<file path="src/rtl/cp0_pkg.sv">
// Shared CP0 constants: register indices, ExcCodes, handler entry point and
// the EPC derivation used when an exception or interrupt is taken.
package cp0_pkg;

  localparam logic [4:0] REG_BADVADDR = 5'd8;
  localparam logic [4:0] REG_SR       = 5'd12;
  localparam logic [4:0] REG_CAUSE    = 5'd13;
  localparam logic [4:0] REG_EPC      = 5'd14;
  localparam logic [4:0] REG_PRID     = 5'd15;

  localparam logic [4:0] EXC_INT  = 5'd0;
  localparam logic [4:0] EXC_ADEL = 5'd4;
  localparam logic [4:0] EXC_ADES = 5'd5;
  localparam logic [4:0] EXC_RI   = 5'd10;
  localparam logic [4:0] EXC_OV   = 5'd12;

  localparam logic [31:0] HANDLER_ADDR = 32'h0000_4180;

  // A delay-slot instruction restarts at its branch, one word earlier.
  function automatic logic [31:0] exc_epc(input logic [31:0] pc, input logic bd);
    logic [31:0] raw;
    raw = bd ? (pc - 32'd4) : pc;
    return {raw[31:2], 2'b00};
  endfunction

endpackage

</file>
<file path="src/rtl/cp0_req_arb.sv">
// Exception/interrupt request arbiter: decides whether M is redirected to the
// handler and which ExcCode is recorded. Interrupts win over sync exceptions.
module cp0_req_arb
  import cp0_pkg::*;
(
  input  logic       ie,
  input  logic       exl,
  input  logic [5:0] im,
  input  logic [5:0] hwint,
  input  logic [4:0] m_exc,
  output logic       req,
  output logic [4:0] exc_code
);

  logic int_pend;
  logic exc_pend;

  always_comb begin
    int_pend = ie & ~exl & (|(im & hwint));
    exc_pend = (m_exc != EXC_INT) & ~exl;
    req      = int_pend | exc_pend;
    exc_code = int_pend ? EXC_INT : m_exc;
  end

endmodule

</file>
<file path="src/rtl/cp0_ctrl.sv">
// CP0 control block: SR, Cause, EPC, PRId, exception entry and eret return.
// Optional BadVAddr (reg 8) and m_badaddr port enabled by CP0_BADVADDR_EN.
module cp0_ctrl
  import cp0_pkg::*;
#(
  parameter logic [31:0] PRID_VALUE = 32'h2004_0701
) (
  input  logic        clk,
  input  logic        reset,
  input  logic        we,
  input  logic [4:0]  addr,
  input  logic [31:0] din,
  input  logic [31:0] m_pc,
  input  logic        m_bd,
  input  logic [4:0]  m_exc,
  input  logic        m_eret,
  input  logic [5:0]  hwint,
`ifdef CP0_BADVADDR_EN
  input  logic [31:0] m_badaddr,
`endif
  output logic [31:0] dout,
  output logic        req,
  output logic [31:0] epc_out
);

  logic [5:0]  sr_im_q,    sr_im_d;
  logic        sr_exl_q,   sr_exl_d;
  logic        sr_ie_q,    sr_ie_d;
  logic        cause_bd_q, cause_bd_d;
  logic [5:0]  cause_ip_q, cause_ip_d;
  logic [4:0]  cause_exc_q, cause_exc_d;
  logic [31:0] epc_q,      epc_d;
  logic [4:0]  exc_code;
  logic [31:0] badvaddr_rd;

  cp0_req_arb u_arb (
    .ie       (sr_ie_q),
    .exl      (sr_exl_q),
    .im       (sr_im_q),
    .hwint    (hwint),
    .m_exc    (m_exc),
    .req      (req),
    .exc_code (exc_code)
  );

  always_comb begin
    sr_im_d     = sr_im_q;
    sr_exl_d    = sr_exl_q;
    sr_ie_d     = sr_ie_q;
    cause_bd_d  = cause_bd_q;
    cause_ip_d  = hwint;
    cause_exc_d = cause_exc_q;
    epc_d       = epc_q;
    if (req) begin
      // Exception entry owns the registers; a same-cycle mtc0 is dropped.
      sr_exl_d    = 1'b1;
      cause_bd_d  = m_bd;
      cause_exc_d = exc_code;
      epc_d       = exc_epc(m_pc, m_bd);
    end else begin
      if (m_eret) sr_exl_d = 1'b0;
      if (we) begin
        case (addr)
          REG_SR: begin
            sr_im_d  = din[15:10];
            sr_exl_d = din[1];
            sr_ie_d  = din[0];
          end
          REG_EPC: epc_d = {din[31:2], 2'b00};
          default: ;
        endcase
      end
    end
  end

  always_ff @(posedge clk) begin
    if (reset) begin
      sr_im_q     <= '0;
      sr_exl_q    <= 1'b0;
      sr_ie_q     <= 1'b0;
      cause_bd_q  <= 1'b0;
      cause_ip_q  <= '0;
      cause_exc_q <= '0;
      epc_q       <= '0;
    end else begin
      sr_im_q     <= sr_im_d;
      sr_exl_q    <= sr_exl_d;
      sr_ie_q     <= sr_ie_d;
      cause_bd_q  <= cause_bd_d;
      cause_ip_q  <= cause_ip_d;
      cause_exc_q <= cause_exc_d;
      epc_q       <= epc_d;
    end
  end

`ifdef CP0_BADVADDR_EN
  logic [31:0] badvaddr_q, badvaddr_d;

  always_comb begin
    badvaddr_d = badvaddr_q;
    if (req && (exc_code == EXC_ADEL || exc_code == EXC_ADES)) badvaddr_d = m_badaddr;
  end

  always_ff @(posedge clk) begin
    if (reset) badvaddr_q <= '0;
    else       badvaddr_q <= badvaddr_d;
  end

  assign badvaddr_rd = badvaddr_q;
`else
  assign badvaddr_rd = '0;
`endif

  always_comb begin
    dout = '0;
    case (addr)
      REG_BADVADDR: dout = badvaddr_rd;
      REG_SR:       dout = {16'b0, sr_im_q, 8'b0, sr_exl_q, sr_ie_q};
      REG_CAUSE:    dout = {cause_bd_q, 15'b0, cause_ip_q, 3'b0, cause_exc_q, 2'b00};
      REG_EPC:      dout = epc_q;
      REG_PRID:     dout = PRID_VALUE;
      default:      dout = '0;
    endcase
  end

  assign epc_out = epc_q;

endmodule

</file>
<file path="config.mk">
export PLATFORM = sky130hd
export DESIGN_NAME = cp0_ctrl
export DESIGN_NICKNAME = d
export VERILOG_FILES = /design/src/rtl/cp0_pkg.sv /design/src/rtl/cp0_req_arb.sv /design/src/rtl/cp0_ctrl.sv
export SDC_FILE = /design/constraint.sdc
export NUM_CORES = 1
export LEC_CHECK = 0
export BUFFER_PORTS_ARGS = -buffer_cell sky130_fd_sc_hd__buf_2
export CAP_MARGIN = 10
export CELL_PAD_IN_SITES_DETAIL_PLACEMENT = 2
export CELL_PAD_IN_SITES_GLOBAL_PLACEMENT = 2
export CORE_UTILIZATION = 25
export DETAILED_ROUTE_END_ITERATION = 8
export HOLD_SLACK_MARGIN = 0.02
export PLACE_DENSITY_LB_ADDON = 0.3
export SETUP_SLACK_MARGIN = 0.15
export SYNTH_ARGS = -nofsm -noshare
export SYNTH_HDL_FRONTEND = slang
export SYNTH_SLANG_ARGS = --single-unit
</file>
<file path="constraint.sdc">
create_clock -name clk -period 2.75 [get_ports clk]
set_input_delay 0.275 -clock clk [delete_from_list [all_inputs] [get_ports clk]]
set_output_delay 0.275 -clock clk [all_outputs]
set_load 0.02 [all_outputs]
</file>
==> metrics.md <==
| Metric | Value |
|---|---|
| Status | `complete, but fails checks` |
| Violated checks | `design-rule violations` |
| Final Cycle Share | `87.9%` |
| Worst Path Max Fanout | `13` |
| CTS Buf Count | `5` |
| I/O pin cnt | `150` |
| Count of cell types in the netlist | `48` |
| DIE WIDTH | `121 um` |
| Std cell rows | `43` |
| DRT iter0 DRCs | `187` |
| Clock-pin slew on the worst setup and hold paths | `70 ps` |
| Port Buffers | `145` |
| Vias | `4073` |
| Later-pin clock latency in the skew report | `300 ps` |
| Avg WL per Cell | `20.1 um` |
| HPWL after detailed placement | `11.9 mm` |
| Post-synthesis sequential area ratio | `28.4%` |
| Worst-margin pin slew | `926 ps` |
| CP Launch Type | `register` |
| CTS tree | `done` |
| Min-Delay Path Class | `in -> reg` |
| Post-route ant nets | `0` |
| Pwr/cell area | `443 mW/mm^2` |
| Switching power | `658 uW` |
| Leading cell type in the layout, fill and taps excluded | `buf_2` |
| Pint | `1410 uW` |
| Peak supply drop | `0.000205 V` |
| Mapped Area | `0.00353 mm^2` |
| Asr flop ratio synth | `0%` |
| DR vias/cell | `5.32` |
| Final cell count without fillers | `765` |
| Share of cells above drive strength 1 | `32.6%` |
| Max-slew violation count | `0` |
| Crit path DAT | `2140 ps` |
| Seq cells post-synth | `50` |
| Clock Tree Buf Depth | `2` |
| Grt ovf | `0` |
| Initial antenna violation count | `0` |
| Slew headroom | `38.2%` |
| Top_reg_cell synth | `dfxtp_1` |
| GPL Wtd Cong | `0.846` |
| Logic gate share of total power | `24.6%` |
| P_leak | `0.00205 uW` |
| Power share of the clock group | `35.2%` |
| Post-Synthesis Cells | `452` |
| Total global-route track usage | `21.0%` |
| Worst EP required | `2480 ps` |
| Area delta synth->final | `32.1%` |
| Post-synth EDFFs | `0` |
| Htree depth | `2` |
| Seq pwr share | `40.1%` |
| Setup tns final | `0 ps` |
| CP Capture Type | `output port` |
| Final routed DRC violation total | `2` |
| Core Region | `0.0138 mm^2` |
| Max_cap viols | `0` |
| Worst reg2reg setup slack | `500 ps` |
| Root Driver | `clkbuf_16` |
| Hold Violations, Final | `0` |
| FMAX | `0.413 GHz` |
| Net Sw Frac | `31.9%` |
| Routed WL | `15.4 mm` |
| Dpl cells | `750` |
| Num Clock Sinks | `50` |
| Via count of the first global-routing pass | `4172` |
| Overall die area | `0.0146 mm^2` |
| Crit Path Category | `reg -> out` |
| Die height | `121 um` |
| Min Tclk post-route | `2420 ps` |
| Syn_area_per_cell | `7.80 um^2` |
| Post-layout net count | `670` |
| Fillers | `1640` |
| Setup-failing EPs final | `0` |
| Unrepaired setup endpoints after global routing | `no` |
| Fin Clk Skew | `8.22 ps` |
| Most frequent cells in the layout | `145 x buf_2, 50 x dfxtp_1, 46 x and3_1` |
| Number of antenna diodes | `0` |
| First-pass GRT wire length | `23.7 mm` |
| Initial core utilization | `25.5%` |
| TritonRoute pass-1 iters | `6` |
| Synth warn | `0` |
| Largest net degree at the start of global routing | `61` |
==> logic make-up (layout without fill, tap and decap cells) <==
| group | count (synthesis) | count (layout) | share of synthesized area, % |
|---|---|---|---|
| AOI/OAI and AO/OA | 118 | 118 | 24.2 |
| xor gates and xnor gates | 13 | 13 | 3.23 |
| adders and majority gates | 1 | 1 | 0.355 |
| buffers and inverters | 51 | 183 | 5.89 |
| DFF | 50 | 50 | 28.4 |
| muxes | 13 | 13 | 3.69 |
| other | 1 | 2 | 0.106 |
| and+or+nand+nor | 205 | 205 | 34.2 |
==> power groups by stage <==
stage | Combinational (uW) | Clock, uW | Sequential [uW]
after CTS | 498 | 742 | 828
after global placement | 480 | 0 | 843
final | 508 | 728 | 829
after floorplan | 230 | 0 | 875
after global routing | 554 | 772 | 834
after detailed placement | 496 | 0 | 845
==> path summary, 6_finish.rpt <==
kind,end,cells past startpoint,startpoint
max reg2reg,epc_out[30]$_SDFFE_PP0P_,8,sr_im_q[1]$_SDFFE_PP0P_
min reg2reg,sr_im_q[5]$_SDFFE_PP0P_,2,sr_im_q[5]$_SDFFE_PP0P_
max,req,6,sr_im_q[1]$_SDFFE_PP0P_
min,cause_ip_q[4]$_SDFF_PP0_,2,hwint[4]
==> area by class of cell <==
cell class              count  area, um^2  area share, %
clock buffers               6         129           2.77
clock inverters             2        37.5          0.806
inverters                   9        37.5          0.806
multi-input cells         352        2340           50.3
flip-flops and latches     50        1000           21.5
well taps                 180         225           4.83
repair buffers            166         883           19.0
==> routing by layer <==
| layer | up-vias | global-route usage [%] | part of all wire [%] |
|---|---|---|---|
| li1 | 1981 | - | - |
| met1 | 1991 | 26.7 | 46 |
| met2 | 85 | 37.1 | 50 |
| met3 | 16 | 3.07 | 3.1 |
| met4 | 0 | 4.94 | 1.3 |
| met5 | - | 0 | 0 |
==> state kept, by name, indices dropped and copies added, names as in the netlist <==
signal / flops
cause_bd_q: 1
cause_exc_q: 5
cause_ip_q: 6
epc_out: 30
sr_exl_q: 1
sr_ie_q: 1
sr_im_q: 6
==> stage by stage <==
step | utilization (%) | area, um^2 | worst slack [ps] | total power, uW | hold slack [ps]
after floorplan | - | 3530 | 843 | 1100 | 403
after global placement | 32.1 | 4440 | 492 | 1320 | 462
after detailed placement | 32.1 | 4440 | 470 | 1340 | 479
after CTS | 33.3 | 4600 | 155 | 2070 | 209
after global routing | 33.7 | 4660 | 240 | 2160 | 224
final | 33.7 | 4660 | 331 | 2070 | 205
==> synthesized netlist by cell type, types with 2 or more instances <==
cell | number | area, um^2
inv_1 | 9 | 33.8
a22oi_1 | 9 | 67.6
dfxtp_1 | 50 | 1000
or4_2 | 2 | 17.5
nand2_1 | 24 | 90.1
a311oi_1 | 3 | 26.3
clkbuf_1 | 36 | 135
and3_1 | 46 | 288
a31oi_1 | 14 | 87.6
a21oi_1 | 12 | 60.1
nor3b_1 | 3 | 22.5
nand4_1 | 8 | 50.1
o31ai_1 | 9 | 67.6
and3b_1 | 2 | 17.5
buf_1 | 2 | 7.51
or3_1 | 7 | 43.8
or3b_2 | 5 | 43.8
nor4_1 | 23 | 144
o41ai_1 | 17 | 149
nand3_1 | 9 | 45.0
o21a_1 | 2 | 15.0
or4_1 | 11 | 82.6
nor2_1 | 35 | 131
nand3b_1 | 3 | 22.5
buf_4 | 2 | 15.0
a211oi_1 | 16 | 120
mux2i_1 | 13 | 130
a21boi_0 | 30 | 225
nor2b_1 | 10 | 62.6
xnor2_1 | 6 | 52.6
and2_1 | 2 | 12.5
o21ai_0 | 5 | 25.0
and4_1 | 2 | 17.5
nor3_1 | 5 | 25.0
xor2_1 | 7 | 61.3
==> worst max-delay path, stage by stage, from the launching register on <==
cell	delay [ps]
dfxtp_1	350
a22oi_1	350
a311oi_4	160
buf_4	220
nor2_1	230
clkinvlp_4	280
buf_2	240
==> timing repair <==
action | 4_1_cts | 5_1_grt
gates resized for setup | 0 | 1
setup endpoints to repair | 0 | 1
buffers inserted | 0 | 7
hold buffers | 0 | 0
Power figures use the tool's default switching activity.
